**src/rtl/nes_pkg.sv**
```systemverilog
// ---------------------------------------------------------------------------
// nes_pkg
// Shared definitions for the CPU-side blocks of the console.
//   dma_state_t  : OAM DMA sequencer states
//   OAMDMA_ADDR  : CPU address whose write starts a sprite DMA
//   OAMDATA_ADDR : PPU OAM data register, destination of every DMA write
// ---------------------------------------------------------------------------
package nes_pkg;

    typedef enum logic [2:0] {
        IDLE  = 3'd0,
        HALT  = 3'd1,
        ALIGN = 3'd2,
        READ  = 3'd3,
        WRITE = 3'd4
    } dma_state_t;

    localparam logic [15:0] OAMDMA_ADDR  = 16'h4014;
    localparam logic [15:0] OAMDATA_ADDR = 16'h2004;

endpackage

```
**src/rtl/oam_dma_if.sv**
```systemverilog
// ---------------------------------------------------------------------------
// oam_dma_if
// Bus bundle between the OAM DMA engine and the integrating CPU-side level.
//   cpu_addr/cpu_rw/cpu_data_i : snooped CPU bus (rw: 1 = read, 0 = write)
//   bus_data_i                 : read data returned by the CPU-side memory map
//   cpu_halt                   : stalls the CPU while the DMA owns the bus
//   dma_active                 : bus-mux select, dma_* replaces the CPU bus
//   dma_addr/dma_rw/dma_data_o : DMA bus cycle (rw: 1 = read)
//   done                       : one-cycle pulse on the final OAM write
// Modports: master = the DMA engine, slave = the integrating level.
// ---------------------------------------------------------------------------
interface oam_dma_if;

    logic [15:0] cpu_addr;
    logic        cpu_rw;
    logic [7:0]  cpu_data_i;
    logic [7:0]  bus_data_i;
    logic        cpu_halt;
    logic        dma_active;
    logic [15:0] dma_addr;
    logic        dma_rw;
    logic [7:0]  dma_data_o;
    logic        done;

    modport master (
        input  cpu_addr, cpu_rw, cpu_data_i, bus_data_i,
        output cpu_halt, dma_active, dma_addr, dma_rw, dma_data_o, done
    );

    modport slave (
        output cpu_addr, cpu_rw, cpu_data_i, bus_data_i,
        input  cpu_halt, dma_active, dma_addr, dma_rw, dma_data_o, done
    );

endinterface

```
**src/rtl/oam_dma.sv**
```systemverilog
// ---------------------------------------------------------------------------
// oam_dma
// Sprite-memory DMA engine. Snoops CPU writes; a write of page P to
// DMA_REG_ADDR halts the CPU, takes the bus and copies P00..PFF into the
// PPU OAM by writing each byte to OAM_DATA_ADDR.
// Ports:
//   clk : CPU-rate clock
//   rst : synchronous active-low reset
//   bus : oam_dma_if.master (CPU snoop inputs, DMA bus outputs)
// All outputs decode registered state only; no input-to-output path.
// ---------------------------------------------------------------------------
module oam_dma
    import nes_pkg::*;
#(
    parameter logic [15:0] DMA_REG_ADDR  = OAMDMA_ADDR,
    parameter logic [15:0] OAM_DATA_ADDR = OAMDATA_ADDR
) (
    input  logic       clk,
    input  logic       rst,
    oam_dma_if.master  bus
);

    localparam logic [2:0] ST_IDLE  = IDLE;
    localparam logic [2:0] ST_HALT  = HALT;
    localparam logic [2:0] ST_ALIGN = ALIGN;
    localparam logic [2:0] ST_READ  = READ;
    localparam logic [2:0] ST_WRITE = WRITE;

    logic [2:0] state;
    logic [2:0] state_nxt;
    logic       put;        // 0 = get (read) cycle, 1 = put (write) cycle
    logic [7:0] page;
    logic [7:0] idx;
    logic [7:0] byte_reg;
    logic       trigger;

    // Writes to the DMA register while a transfer runs are ignored.
    assign trigger = !bus.cpu_rw && (bus.cpu_addr == DMA_REG_ADDR) && (state == ST_IDLE);

    // NOTE: every signal assigned here gets a default first, so no path
    // leaves it unassigned and no latch is inferred.
    always_comb begin
        state_nxt = state;
        case (state)
            ST_IDLE:  if (trigger) state_nxt = ST_HALT;
            // Reads must land on get cycles: the cycle after HALT is a get
            // cycle only when HALT itself is a put cycle.
            ST_HALT:  state_nxt = put ? ST_READ : ST_ALIGN;
            ST_ALIGN: state_nxt = ST_READ;
            ST_READ:  state_nxt = ST_WRITE;
            ST_WRITE: state_nxt = (idx == 8'hFF) ? ST_IDLE : ST_READ;
            default:  state_nxt = ST_IDLE;
        endcase
    end

    // NOTE: sequential state uses non-blocking assignments so every flop
    // samples the pre-edge values regardless of statement order.
    always_ff @(posedge clk) begin
        if (!rst) begin
            // Reset wins over a simultaneous trigger and abandons any transfer.
            put      <= 1'b0;
            state    <= ST_IDLE;
            page     <= 8'h00;
            idx      <= 8'h00;
            byte_reg <= 8'h00;
        end else begin
            put   <= ~put;
            state <= state_nxt;
            if (trigger) begin
                page <= bus.cpu_data_i;
                idx  <= 8'h00;
            end
            if (state == ST_READ) begin
                byte_reg <= bus.bus_data_i;
            end
            // 8-bit wrap on purpose: idx never carries into page.
            if (state == ST_WRITE) begin
                idx <= idx + 8'd1;
            end
        end
    end

    always_comb begin
        bus.cpu_halt   = 1'b0;
        bus.dma_active = 1'b0;
        bus.dma_addr   = 16'h0000;
        bus.dma_rw     = 1'b1;
        bus.dma_data_o = 8'h00;
        bus.done       = 1'b0;
        case (state)
            ST_HALT, ST_ALIGN: begin
                // Dummy read while the CPU settles; its data is discarded.
                bus.cpu_halt   = 1'b1;
                bus.dma_active = 1'b1;
                bus.dma_addr   = {page, 8'h00};
            end
            ST_READ: begin
                bus.cpu_halt   = 1'b1;
                bus.dma_active = 1'b1;
                bus.dma_addr   = {page, idx};
            end
            ST_WRITE: begin
                bus.cpu_halt   = 1'b1;
                bus.dma_active = 1'b1;
                bus.dma_addr   = OAM_DATA_ADDR;
                bus.dma_rw     = 1'b0;
                bus.dma_data_o = byte_reg;
                bus.done       = (idx == 8'hFF);
            end
            default: ;
        endcase
    end

endmodule

```
**src/flat_wrapper.sv**
```systemverilog
// flat-port wrapper written by rule: the top's interface ports become plain ports
module oam_dma_flat import nes_pkg::*;
#(
    parameter logic [15:0] DMA_REG_ADDR  = OAMDMA_ADDR,
    parameter logic [15:0] OAM_DATA_ADDR = OAMDATA_ADDR
)
  (clk, rst, bus_cpu_addr, bus_cpu_rw, bus_cpu_data_i, bus_bus_data_i, bus_cpu_halt, bus_dma_active, bus_dma_addr, bus_dma_rw, bus_dma_data_o, bus_done);
  oam_dma_if bus_i ();
  input  logic clk;
  input  logic rst;
  input wire logic [$bits(bus_i.cpu_addr)-1:0] bus_cpu_addr;
  input wire logic [$bits(bus_i.cpu_rw)-1:0] bus_cpu_rw;
  input wire logic [$bits(bus_i.cpu_data_i)-1:0] bus_cpu_data_i;
  input wire logic [$bits(bus_i.bus_data_i)-1:0] bus_bus_data_i;
  output wire logic [$bits(bus_i.cpu_halt)-1:0] bus_cpu_halt;
  output wire logic [$bits(bus_i.dma_active)-1:0] bus_dma_active;
  output wire logic [$bits(bus_i.dma_addr)-1:0] bus_dma_addr;
  output wire logic [$bits(bus_i.dma_rw)-1:0] bus_dma_rw;
  output wire logic [$bits(bus_i.dma_data_o)-1:0] bus_dma_data_o;
  output wire logic [$bits(bus_i.done)-1:0] bus_done;
  assign bus_i.cpu_addr = bus_cpu_addr;
  assign bus_i.cpu_rw = bus_cpu_rw;
  assign bus_i.cpu_data_i = bus_cpu_data_i;
  assign bus_i.bus_data_i = bus_bus_data_i;
  assign bus_cpu_halt = bus_i.cpu_halt;
  assign bus_dma_active = bus_i.dma_active;
  assign bus_dma_addr = bus_i.dma_addr;
  assign bus_dma_rw = bus_i.dma_rw;
  assign bus_dma_data_o = bus_i.dma_data_o;
  assign bus_done = bus_i.done;
  oam_dma #(.DMA_REG_ADDR(DMA_REG_ADDR), .OAM_DATA_ADDR(OAM_DATA_ADDR)) u_core (.clk(clk), .rst(rst), .bus(bus_i));
endmodule
```
**config.mk**
```make
export PLATFORM = sky130hd
export DESIGN_NAME = oam_dma_flat
export DESIGN_NICKNAME = d
export VERILOG_FILES = /design/src/rtl/nes_pkg.sv /design/src/rtl/oam_dma_if.sv /design/src/rtl/oam_dma.sv /design/src/flat_wrapper.sv
export SDC_FILE = /design/constraint.sdc
export NUM_CORES = 1
export LEC_CHECK = 0
export BUFFER_PORTS_ARGS = -buffer_cell sky130_fd_sc_hd__buf_4
export CORE_MARGIN = 10
export CORE_UTILIZATION = 40
export CTS_CLUSTER_DIAMETER = 200
export CTS_CLUSTER_SIZE = 10
export DETAILED_ROUTE_END_ITERATION = 8
export GPL_ROUTABILITY_DRIVEN = 1
export GPL_TIMING_DRIVEN = 0
export PLACE_DENSITY = 0.77
export SKIP_CTS_REPAIR_TIMING = 1
export SYNTH_ARGS = -nofsm -noshare
export SYNTH_HDL_FRONTEND = slang
export SYNTH_SLANG_ARGS = --single-unit
```
**constraint.sdc**
```tcl
create_clock -name clk -period 4.2 [get_ports clk]
set_clock_uncertainty 0.2 [all_clocks]
set_input_delay 0.63 -clock clk [delete_from_list [all_inputs] [get_ports clk]]
set_output_delay 0.63 -clock clk [all_outputs]
set_load 0.05 [all_outputs]
```
Word-level counts from Yosys, hierarchy flattened
Index checks and enable logic that the tools add are counted.

Flip-flop bits (word level): 28. Input bits: 35. Logic and storage cells: 32.

Add/sub/neg operators: 1. Equality and inequality tests: 7. Multiplexer cells: 11. Bitwise logic cells: 1. Reduce and logical (&&, ||, !) cells: 7.

Operator list (number): 16-bit one-hot mux with 3 select lines (1); 8-bit 2-to-1 mux (3); 16-bit by 15-bit == test with 1-bit output (second input constant) (1); 3-bit one-hot mux with 5 select lines (1); 8-bit by 1-bit adder with 8-bit output (second input constant) (1); 8-bit == test (second input constant) (1); 3-bit by 2-bit == test with 1-bit output (second input constant) (2); 1-bit 2-to-1 mux (4); 4-bit OR reduction (1); 3-bit by 1-bit == test with 1-bit output (second input constant) (1); 3-bit == test (second input constant) (1); 3-bit zero test (1); 3-bit 2-to-1 mux (1); 1-bit logical AND (2); 2-bit 2-to-1 mux (1); 2-bit by 1-bit inequality test with 1-bit output (second input constant) (1); 2-bit nonzero test (1); 2-bit OR reduction (1); 1-bit zero test (1); 1-bit inverter (1).

Depth between registers and ports, before layout
Gate-level depths: netlist of the first run.

Word-level depth: 5. Gate-level depth with buffers: 8. Depth with buffers taken out: 6.

Least setup slack after synthesis of the first run
Ideal clock, no wire load.

Kind: flip-flop to output port. Start point: register u_core.state[0]. End point: output bus_dma_active. Arrival time: 1944 ps. Data required time: 3370 ps. Slack: 1426 ps. Cell stages (with the launch flop): 6. Cell sequence: dfxtp_1 > nor2_1 > buf_2 > clkbuf_1 > xnor2_1 > buf_4.

Word-level cells in the longest chain between the ends: 3. Elaborated cells on any way between the ends: 6. Those cells by class: eq/ne (4); mux (1); reduce/logical (1).

RTL lines: from (decl) (RTL line oam_dma.sv:29) `logic [2:0] state;`; from (signal assigned) (RTL line oam_dma.sv:68) `state <= state_nxt;`; 3-bit by 1-bit == test with 1-bit output, or another cell as far along; 4-bit OR reduction (no line) (*); 1-bit 2-to-1 mux (*); to (decl) (RTL line flat_wrapper.sv:16) `output wire logic [$bits(bus_i.dma_active)-1:0] bus_dma_active;`.

Mark *: on every way between the ends. The rest lies on a longest branch, timed or not.

Worst setup path in the final report of the first run
Start point: register u_core.state[0]. End point: output bus_dma_active.

Word-level cells in the longest chain between the ends: 3. Elaborated cells on any way between the ends: 6. Those cells by class: eq/ne (4); mux (1); reduce/logical (1).

RTL lines: 3-bit by 1-bit == test with 1-bit output, or another cell as far along (RTL line oam_dma.sv:90) `case (state)`; 4-bit OR reduction (no line) (*); 1-bit 2-to-1 mux (*) (RTL line oam_dma.sv:90).

Marks and branches as above.

==> results by group, run 1 <==
Status
  • Outcome: complete, no violations

Setup path
  • CP max FO: 10
  • Worst endpoint required time: ~3.4 ns
  • Max stage delay on crit path: between 0.3 and 0.4 ns
  • Crit path max-delay family: buffers and inverters
  • WS Path Type: register to output port
  • Most Frequent Cell on Critical Path: buf_4
  • Critical path startpoint category: register
  • R2R Path End: u_core.idx[1]$_SDFFE_PN0P_
  • Crit path buf inv count: 4
  • Critical Path End Type: output port
  • Cells on worst reg2reg path: 5
  • Crit-path cells: nor2_1 -> buf_2 -> clkbuf_1 -> xnor2_1 -> buf_4 -> buf_4
  • WP data arrival: ~1.9 ns
  • Reg-to-reg slack, setup: ~2.4 ns
  • FF-to-FF Start: u_core.state[2]$_SDFFE_PN0P_
  • Slowest stage cell, crit path: dfxtp_1

Synthesis
  • Synth Instances: about 180
  • Synthesis-stage register bit count: 28
  • Ys flop type: dfxtp_1
  • Post-Syn Area: around 1400 um2
  • Post-Syn Nets: between 200 and 250
  • Yosys warns: 0
  • Sequential area share after synthesis: 39.3%
  • EDFF count, synth: 0
  • Netlist cell types: 35
  • Asr flop ratio synth: 0%
  • Syn Area/Cell: between 7 and 8 um2

STA
  • Final Hold Vio Count: 0
  • Final setup viols: 0
  • Post-layout min period: around 2.7 ns
  • Slew margin rel.: between 60% and 70%
  • Final hold slack: around 0.23 ns
  • Slew Viols, Final: 0
  • Fmax: 366 MHz
  • RSZ-0062 raised after global routing: false
  • Measured slew at the worst slew-check pin: a little under 0.5 ns
  • Setup TNS: 0 ns
  • Tcrit/Tclk final: between 60% and 70%

Detailed routing
  • ANT nets after route: 0
  • Drt drc: 0
  • Initial drt markers: 88
  • Total iterations of the first detailed-routing run: 4
  • Via count: about 1500
  • WL per Instance: around 14 um
  • Wirelength, routed: ~4100 um
  • Post-DR vias/cell: slightly above 5

CTS
  • Clock insertion delay at the later pin of the skew report: 0.33 ns
  • TritonCTS clock tree: done
  • CTS sink count: 28
  • CTS Buf Count: 3
  • Clock Tree Buf Depth: 2
  • Clock-pin slew on the worst setup and hold paths: roughly 0.15 ns
  • Clock H-tree levels: 1
  • Root Driver: clkbuf_4

Die
  • Die H: roughly 80 um
  • Die area: about 6400 um2
  • Core footprint: about 3400 um2
  • Die Width: roughly 80 um
  • Initial Utilization: between 40% and 50%
  • I/O Pins: between 60 and 70
  • Row count: 21

Hold path
  • Hold_sp: u_core.put$_SDFF_PN0_
  • HP Class: register to register
  • WHS Path Cells: 1
  • Hold Path Sink: u_core.put$_SDFF_PN0_

Final layout
  • P&R area growth vs syn: 40.3%
  • N_diodes: 0
  • Fin nets: 286
  • Filler Cell Count: approximately 350
  • Commonest non-fill, non-tap cell in the layout: buf_4
  • Area of the multi-input gates: ~800 um2
  • Most frequent cells in the layout: buf_4 (65), dfxtp_1 (28), nand2_1 (27)
  • Reg area: 561 um2
  • Share of layout cells above drive strength 1: roughly a third

Global route
  • Number of global-route vias before repair: 1449
  • Met3 Use GR: around 5.9%
  • Largest net degree at the start of global routing: 17
  • Tot GR Track Use: 12.5%
  • Gr busiest metal: met2
  • Initial antenna violation count: 0
  • Met2 Use GR: roughly 21%
  • Grt met1 use: roughly 15%
  • Total grt overflow: 0
  • First-pass GRT wire length: ~6700 um

Pwr
  • Gate power share: 20.0%
  • Pwr/cell area: roughly 280 nW/um2
  • Int Pwr: a little over 0.0004 W
  • Flop pwr share: between 40% and 50%
  • Clk network pwr share: about a third
  • Maximum vdd drop: 0.237 mV
  • Sw frac: around 27%
  • Switching pwr: 0.000153 W
  • Leakage power: around 0.88 nW

Run
  • Max cap viols: 0

Place
  • Port Buf Inserts: 62
  • Routability cong.: about 0.82
  • HPWL after DPL: 3180 um
[power groups by stage]
stage	combinational (W)	sequential [W]	clock, W
3_3_place_gp	0.000112	0.000279	0
4_1_cts	0.000113	0.000273	0.000180
2_1_floorplan	0.0000662	0.000278	0
3_5_place_dp	0.000113	0.000279	0
6_report	0.000113	0.000273	0.000179
5_1_grt	0.000124	0.000274	0.000189
[routing by layer]
metal	vias up	routed length [um]	part of all wire [%]
met3	2	376	9.2
met5	-	0	0
met4	0	8	0.20
met1	677	1730	42
li1	784	-	-
met2	42	1960	48
[cell type report]
cell class              instances  share of cell area [%]
inverters                       2                   0.375
clock buffers                   3                    1.12
flip-flops and latches         28                    28.0
clock inverters                 1                    1.50
plain buffers                  15                    4.00
repair buffers                 62                    23.2
multi-input cells             138                    38.9
well taps                      46                    2.87
[kinds of logic (layout without fill, tap and decap cells)]
family	count (synthesis)	after routing	synth area share, %
flops	28	28	39.3
fa+ha+maj	1	1	0.876
buf+inv	17	83	6.13
compound gates	46	46	18.8
simple gates	89	89	33.7
xor+xnor	2	2	1.23
[worst register-to-register path: stages (launching register included)]
cell and delay (ns):
dfxtp_1 0.39, nor4_1 0.40, nand3_1 0.18, clkbuf_1 0.24
o211ai_1 0.21, a21oi_1 0.08
[Yosys cell counts, types with 4 or more instances]
cell	n	share of area, %
dfxtp_1	28	39
o21ai_0	15	5.3
buf_2	4	1.4
and3_1	15	6.6
clkbuf_1	7	1.8
and2_1	10	4.4
nor2_1	11	2.9
nand3_1	4	1.4
a31oi_1	4	1.8
nand4_1	10	4.4
nand2_1	27	7.1
a21oi_1	18	6.3
[per-stage QoR]
stage | utilization [%] | instance area, um2 | setup slack [ns] | std cells | total power, W
floorplan | - | 1430 | 1.43 | 183 | 0.000345
global route | 59.1 | 2000 | 1.31 | 295 | 0.000587
finish | 59.1 | 2000 | 1.47 | 295 | 0.000565
global placement | 57.5 | 1950 | 1.86 | 291 | 0.000391
detailed placement | 57.5 | 1950 | 1.87 | 291 | 0.000392
CTS | 59.1 | 2000 | 1.47 | 295 | 0.000567
[how the worst max path moves through the flow]
stage                                            start              to  cells past startpoint
after global placement    u_core.state[0]$_SDFFE_PN0P_  bus_dma_active                      6
after detailed placement  u_core.state[0]$_SDFFE_PN0P_  bus_dma_active                      6
final                     u_core.state[0]$_SDFFE_PN0P_  bus_dma_active                      6
after floorplan           u_core.state[0]$_SDFFE_PN0P_  bus_dma_active                      5
after CTS                 u_core.state[0]$_SDFFE_PN0P_  bus_dma_active                      6
after global routing      u_core.state[1]$_SDFFE_PN0P_  bus_dma_active                      6
(Power assumes the default switching activity.)
==> run 2: changes to the inputs <==
- PLACE_DENSITY: 0.77 -> 0.8
- clock period: 4.2 -> 2.3 ns (I/O delays scaled with it)
==> run 2 against run 1 <==
Die area unchanged; sequential power increased by 84%; highest routed layer unchanged; sequential share of layout area decreased by 0.70 points; clock power increased by 84%.
==> results by group, run 2 (synthesis results as in run 1) <==
Status
  • Outcome: complete, no violations

Final layout
  • Filler Cell Count: 301
  • N_diodes: 0
  • Most frequent cells in the layout: buf_4 (67), nand2_1 (27), dfxtp_1 (24)
  • Post-layout util: about three fifths
  • Share of layout cells above drive strength 1: 36.9%
  • P&R area growth vs syn: 45.8%
  • Commonest non-fill, non-tap cell in the layout: buf_4
  • Fin nets: just under 300
  • Non-filler instance count after layout: 298

Detailed routing
  • Initial drt markers: about 130
  • ANT nets after route: 0
  • Total iterations of the first detailed-routing run: 4
  • Post-DR vias/cell: between 5 and 6
  • Wirelength, routed: 4330 um
  • WL per Instance: between 10 and 15 um
  • Drt drc: 0
  • Via count: 1532

CTS
  • Clock Tree Buf Depth: 2
  • Clock H-tree levels: 1
  • TritonCTS clock tree: done
  • Clock insertion delay at the later pin of the skew report: 0.34 ns
  • CTS sink count: 28
  • Root Driver: clkbuf_4
  • Clock-pin slew on the worst setup and hold paths: approximately 0.15 ns
  • CTS Buf Count: 3

STA
  • Slew Viols, Final: 0
  • Final setup viols: 0
  • Fmax: around 460 MHz
  • Final Hold Vio Count: 0
  • Measured slew at the worst slew-check pin: about 0.54 ns
  • Final hold slack: roughly 0.024 ns
  • Tcrit/Tclk final: 94.7%
  • Slew margin rel.: 63.7%
  • Post-layout min period: 2.18 ns
  • RSZ-0062 raised after global routing: false

Hold path
  • HP Class: primary input to register

Place
  • Routability cong.: about 0.87
  • HPWL after DPL: between 3000 and 4000 um
  • Port Buf Inserts: between 60 and 70
  • Cell total after placement: approximately 290

Die
  • Die H: around 80 um
  • Die Width: 79.7 um
  • I/O Pins: 63
  • Initial Utilization: approximately 42%
  • Core footprint: 3390 um2
  • Die area: around 6400 um2
  • Row count: 21

Global route
  • Total grt overflow: 0
  • Initial antenna violation count: 0
  • Gr busiest metal: met2
  • Met2 Use GR: 21.0%
  • Met3 Use GR: 6.53%
  • Grt met1 use: between 10% and 20%
  • Number of global-route vias before repair: roughly 1500
  • Tot GR Track Use: between 10% and 20%
  • Largest net degree at the start of global routing: 17
  • First-pass GRT wire length: roughly 7200 um

Setup path
  • Crit. Startpoint: u_core.state[0]$_SDFFE_PN0P_
  • Slowest stage cell, crit path: dfxtp_2
  • Critical path startpoint category: register
  • Max stage delay on crit path: about 0.37 ns
  • CP max FO: 10
  • Crit-path cells: nor2_2 -> and2_1 -> buf_4 -> inv_2 -> buf_6 -> nor2_2 -> buf_6
  • WS Path Type: register to output port
  • Reg-to-reg slack, setup: about 0.48 ns
  • Worst endpoint required time: 1.75 ns
  • WP data arrival: approximately 1.6 ns
  • CP Capture Point: bus_done
  • R2R Path End: u_core.page[6]$_SDFFE_PN0P_
  • FF-to-FF Start: u_core.state[2]$_SDFFE_PN0P_
  • Cells on worst reg2reg path: 5
  • Critical Path End Type: output port

Run
  • Max cap viols: 0

Pwr
  • Maximum vdd drop: between 0.2 and 0.25 mV
  • Leakage power: between 0.9 and 1 nW
  • Total power: 0.00107 W
  • Pwr/cell area: approximately 510 nW/um2
-- run 2: layer usage --
metal  vias to the layer above  wire, um
met2                        53      2010
met3                         5       417
met4                         0        62
li1                        787         -
met1                       687      1840
met5                         -         0
-- run 2: area by class of cell --
type,instances,area (um2),area share [%]
timing repair buffer,65,498,23.9
multi-input combinational,138,800,38.4
clock inverter,1,30.0,1.44
tap,46,57.6,2.76
sequential,28,568,27.3
inverter,2,7.51,0.361
clock buffer,3,22.5,1.08
buffer,15,98.8,4.75
-- run 2: how the worst min path moves through the flow --
stage / startpoint / endpoint / slack, ns / cells after the start
6_report: bus_bus_data_i[3] / u_core.byte_reg[3]$_SDFFE_PN0N_ / 0.02 / 3
5_1_grt: bus_cpu_data_i[3] / u_core.page[3]$_SDFFE_PN0P_ / 0.004 / 3
4_1_cts: bus_bus_data_i[3] / u_core.byte_reg[3]$_SDFFE_PN0N_ / 0.01 / 3
3_5_place_dp: u_core.put$_SDFF_PN0_ / u_core.put$_SDFF_PN0_ / 0.21 / 1
3_3_place_gp: u_core.put$_SDFF_PN0_ / u_core.put$_SDFF_PN0_ / 0.21 / 1
2_1_floorplan: u_core.put$_SDFF_PN0_ / u_core.put$_SDFF_PN0_ / 0.19 / 1
-- run 2: worst max-delay path, delay by kind of cell (launching register included) --
kind,cells,cell delay [ns]
flops,1,0.37
buf+inv,4,0.53
simple gates,3,0.39
-- run 2: power by group --
| part | total [W] | internal, W | switching [W] |
|---|---|---|---|
| sequential | 0.000501 | 0.000493 | 0.00000810 |
| combinational | 0.000241 | 0.000109 | 0.000132 |
| clock | 0.000329 | 0.000177 | 0.000153 |
-- run 2: stage by stage --
stage | TNS, ns | cell area, um2 | setup WS [ns]
global route | 0 | 2080 | 0.00614
finish | 0 | 2080 | 0.122
detailed placement | 0 | 1960 | 0.245
global placement | 0 | 1960 | 0.274
floorplan | 0 | 1440 | 0.168
CTS | -1.80 | 2010 | -0.165
==> run 3: changes to the inputs <==
==> constraint.sdc (replaced) <==
create_clock -name clk -period 2.3 [get_ports clk]
set_clock_uncertainty 0.2 [all_clocks]
set_input_delay 0.69 -clock clk [delete_from_list [all_inputs] [get_ports clk]]
set_output_delay 0.69 -clock clk [all_outputs]
set_load 0.05 [all_outputs]
==> run 3 against run 2 <==
The flow now finishes with violations (negative setup slack); register-to-register slack is essentially flat; global-route usage down 0.42 points; count of clock-buffer cells in the layout unchanged; fmax fell by 9.1%; highest routed layer unchanged.
==> results by group, run 3 (synthesis results as in run 1) <==
Detailed routing
  • Post-DR vias/cell: approximately 5.4
  • WL per Instance: around 16 um
  • Wirelength, routed: 4930 um
  • Initial drt markers: 167
  • Wl on met1: between 2000 and 2500 um
  • DR WL met3: between 400 and 500 um
  • Top layer in use: met4
  • Total iterations of the first detailed-routing run: 4
  • Via count: roughly 1700
  • Metal2 WL: about 2300 um
  • ANT nets after route: 0
  • Drt drc: 0

Pwr
  • Switching pwr: roughly 0.00034 W
  • Clk network pwr share: around 29%
  • Maximum vdd drop: 0.359 mV
  • Int Pwr: about 0.00084 W
  • Sw frac: approximately 29%
  • Pwr/cell area: roughly 480 nW/um2
  • Gate power share: 28.5%
  • Leakage power: ~1.0 nW
  • Flop pwr share: between 40% and 50%
  • Total power: roughly 0.0012 W

CTS
  • TritonCTS clock tree: done
  • Clock Tree Buf Depth: 2
  • Clock H-tree levels: 1
  • Root Driver: clkbuf_4
  • Clock insertion delay at the later pin of the skew report: between 0.3 and 0.4 ns
  • Clock-pin slew on the worst setup and hold paths: about 0.17 ns
  • CTS Buf Count: 3
  • CTS sink count: 28

Die
  • Initial Utilization: 42.1%
  • Row count: 21
  • Die area: around 6400 um2
  • Die H: between 70 and 80 um
  • Core footprint: approximately 3400 um2
  • Die Width: about 80 um
  • I/O Pins: 63

Place
  • Port Buf Inserts: a little over 60
  • Post-DP Area: 1970 um2
  • Routability cong.: between 0.8 and 0.9
  • HPWL after DPL: around 3200 um

Global route
  • First-pass GRT wire length: a little over 7000 um
  • Total grt overflow: 0
  • Initial antenna violation count: 0
  • Largest net degree at the start of global routing: 17
  • Tot GR Track Use: 13.2%
  • Number of global-route vias before repair: ~1600

Status
  • Outcome: finished with violations
  • Failing checks: negative setup slack

Setup path
  • FF-to-FF Start: u_core.idx[1]$_SDFFE_PN0P_
  • Critical Path End Type: output port
  • Reg-to-reg slack, setup: between 0.4 and 0.5 ns
  • Worst endpoint required time: approximately 1.4 ns
  • Cells on worst reg2reg path: 6
  • Crit. Startpoint: u_core.state[0]$_SDFFE_PN0P_
  • Crit-path cells: nor2_4 -> buf_6 -> buf_8 -> xnor2_4 -> buf_6 -> buf_8
  • WP data arrival: approximately 1.5 ns
  • CP max FO: 5
  • Critical path startpoint category: register
  • Slowest stage cell, crit path: dfxtp_4
  • CP Depth: 6
  • Max stage delay on crit path: 0.40 ns
  • Crit path buf inv count: 4
  • WS Path Type: register to output port
  • R2R Path End: u_core.state[1]$_SDFFE_PN0P_
  • Crit path max-delay family: buffers and inverters
  • CP Capture Point: bus_dma_active

STA
  • Slew Viols, Final: 0
  • RSZ-0062 raised after global routing: true
  • Final hold slack: 0.236 ns
  • Tcrit/Tclk final: 104%
  • Setup WS post-layout: -0.0957 ns
  • Final setup viols: 27
  • Final Hold Vio Count: 0
  • Slew margin rel.: 64.4%
  • Fmax: approximately 420 MHz
  • Setup TNS: -1.42 ns
  • Measured slew at the worst slew-check pin: 0.534 ns
  • Post-layout min period: between 2 and 2.5 ns

Final layout
  • Commonest non-fill, non-tap cell in the layout: buf_4
  • N_diodes: 0
  • Most frequent cells in the layout: buf_4 (47), nand2_1 (25), buf_6 (19), dfxtp_1 (19), a21oi_1 (18)
  • P&R area growth vs syn: 71.1%
  • Fin nets: roughly 300
  • Final instance area: between 2000 and 2500 um2
  • Post-layout util: between 70% and 80%
  • Share of layout cells above drive strength 1: roughly half

Run
  • Max cap viols: 0

Hold path
  • HP Class: register to register
## run 3: cell type report
| class | count | area [um2] |
|---|---|---|
| clock buffer | 3 | 22.5 |
| buffer | 14 | 113 |
| tap | 46 | 57.6 |
| timing repair buffer | 74 | 719 |
| sequential | 28 | 584 |
| multi-input combinational | 138 | 901 |
| inverter | 2 | 15.0 |
| fill | 242 | 947 |
| clock inverter | 1 | 30.0 |
## run 3: stage by stage
| step | cells | worst slack [ns] |
|---|---|---|
| finish | 306 | -0.0957 |
| global route | 306 | -0.155 |
| CTS | 295 | -0.597 |
| detailed placement | 291 | -0.199 |
| global placement | 291 | -0.171 |
| floorplan | 183 | -0.0390 |
## run 3: worst min-delay path by stage
stage | from | endpoint | slack, ns | cells after the start
after floorplan | u_core.put$_SDFF_PN0_ | u_core.put$_SDFF_PN0_ | 0.19 | 1
after global placement | u_core.put$_SDFF_PN0_ | u_core.put$_SDFF_PN0_ | 0.20 | 1
after detailed placement | u_core.put$_SDFF_PN0_ | u_core.put$_SDFF_PN0_ | 0.21 | 1
after CTS | u_core.put$_SDFF_PN0_ | u_core.put$_SDFF_PN0_ | 0.23 | 1
after global routing | u_core.put$_SDFF_PN0_ | u_core.put$_SDFF_PN0_ | 0.26 | 1
final | u_core.put$_SDFF_PN0_ | u_core.put$_SDFF_PN0_ | 0.24 | 1
## run 3: worst register-to-register path: stages (launching register included)
cell and delay [ns]:
dfxtp_4 0.41, ha_4 0.14, nand3_1 0.07, or2_4 0.28, buf_4 0.15, and3b_1 0.18
o311a_1 0.30
## run 3: power by group through the flow
stage,clock network [W],registers (W),logic [W]
after floorplan,0,0.000508,0.000133
after global placement,0,0.000509,0.000219
after detailed placement,0,0.000510,0.000222
after CTS,0.000329,0.000500,0.000222
after global routing,0.000367,0.000504,0.000356
final,0.000342,0.000503,0.000337
## run 3: routing by layer
layer / global-route usage (%) / up-vias
li1: - / 803
met1: 15.1 / 777
met2: 22.4 / 72
met3: 5.18 / 9
met4: 3.70 / 0
met5: 0 / -
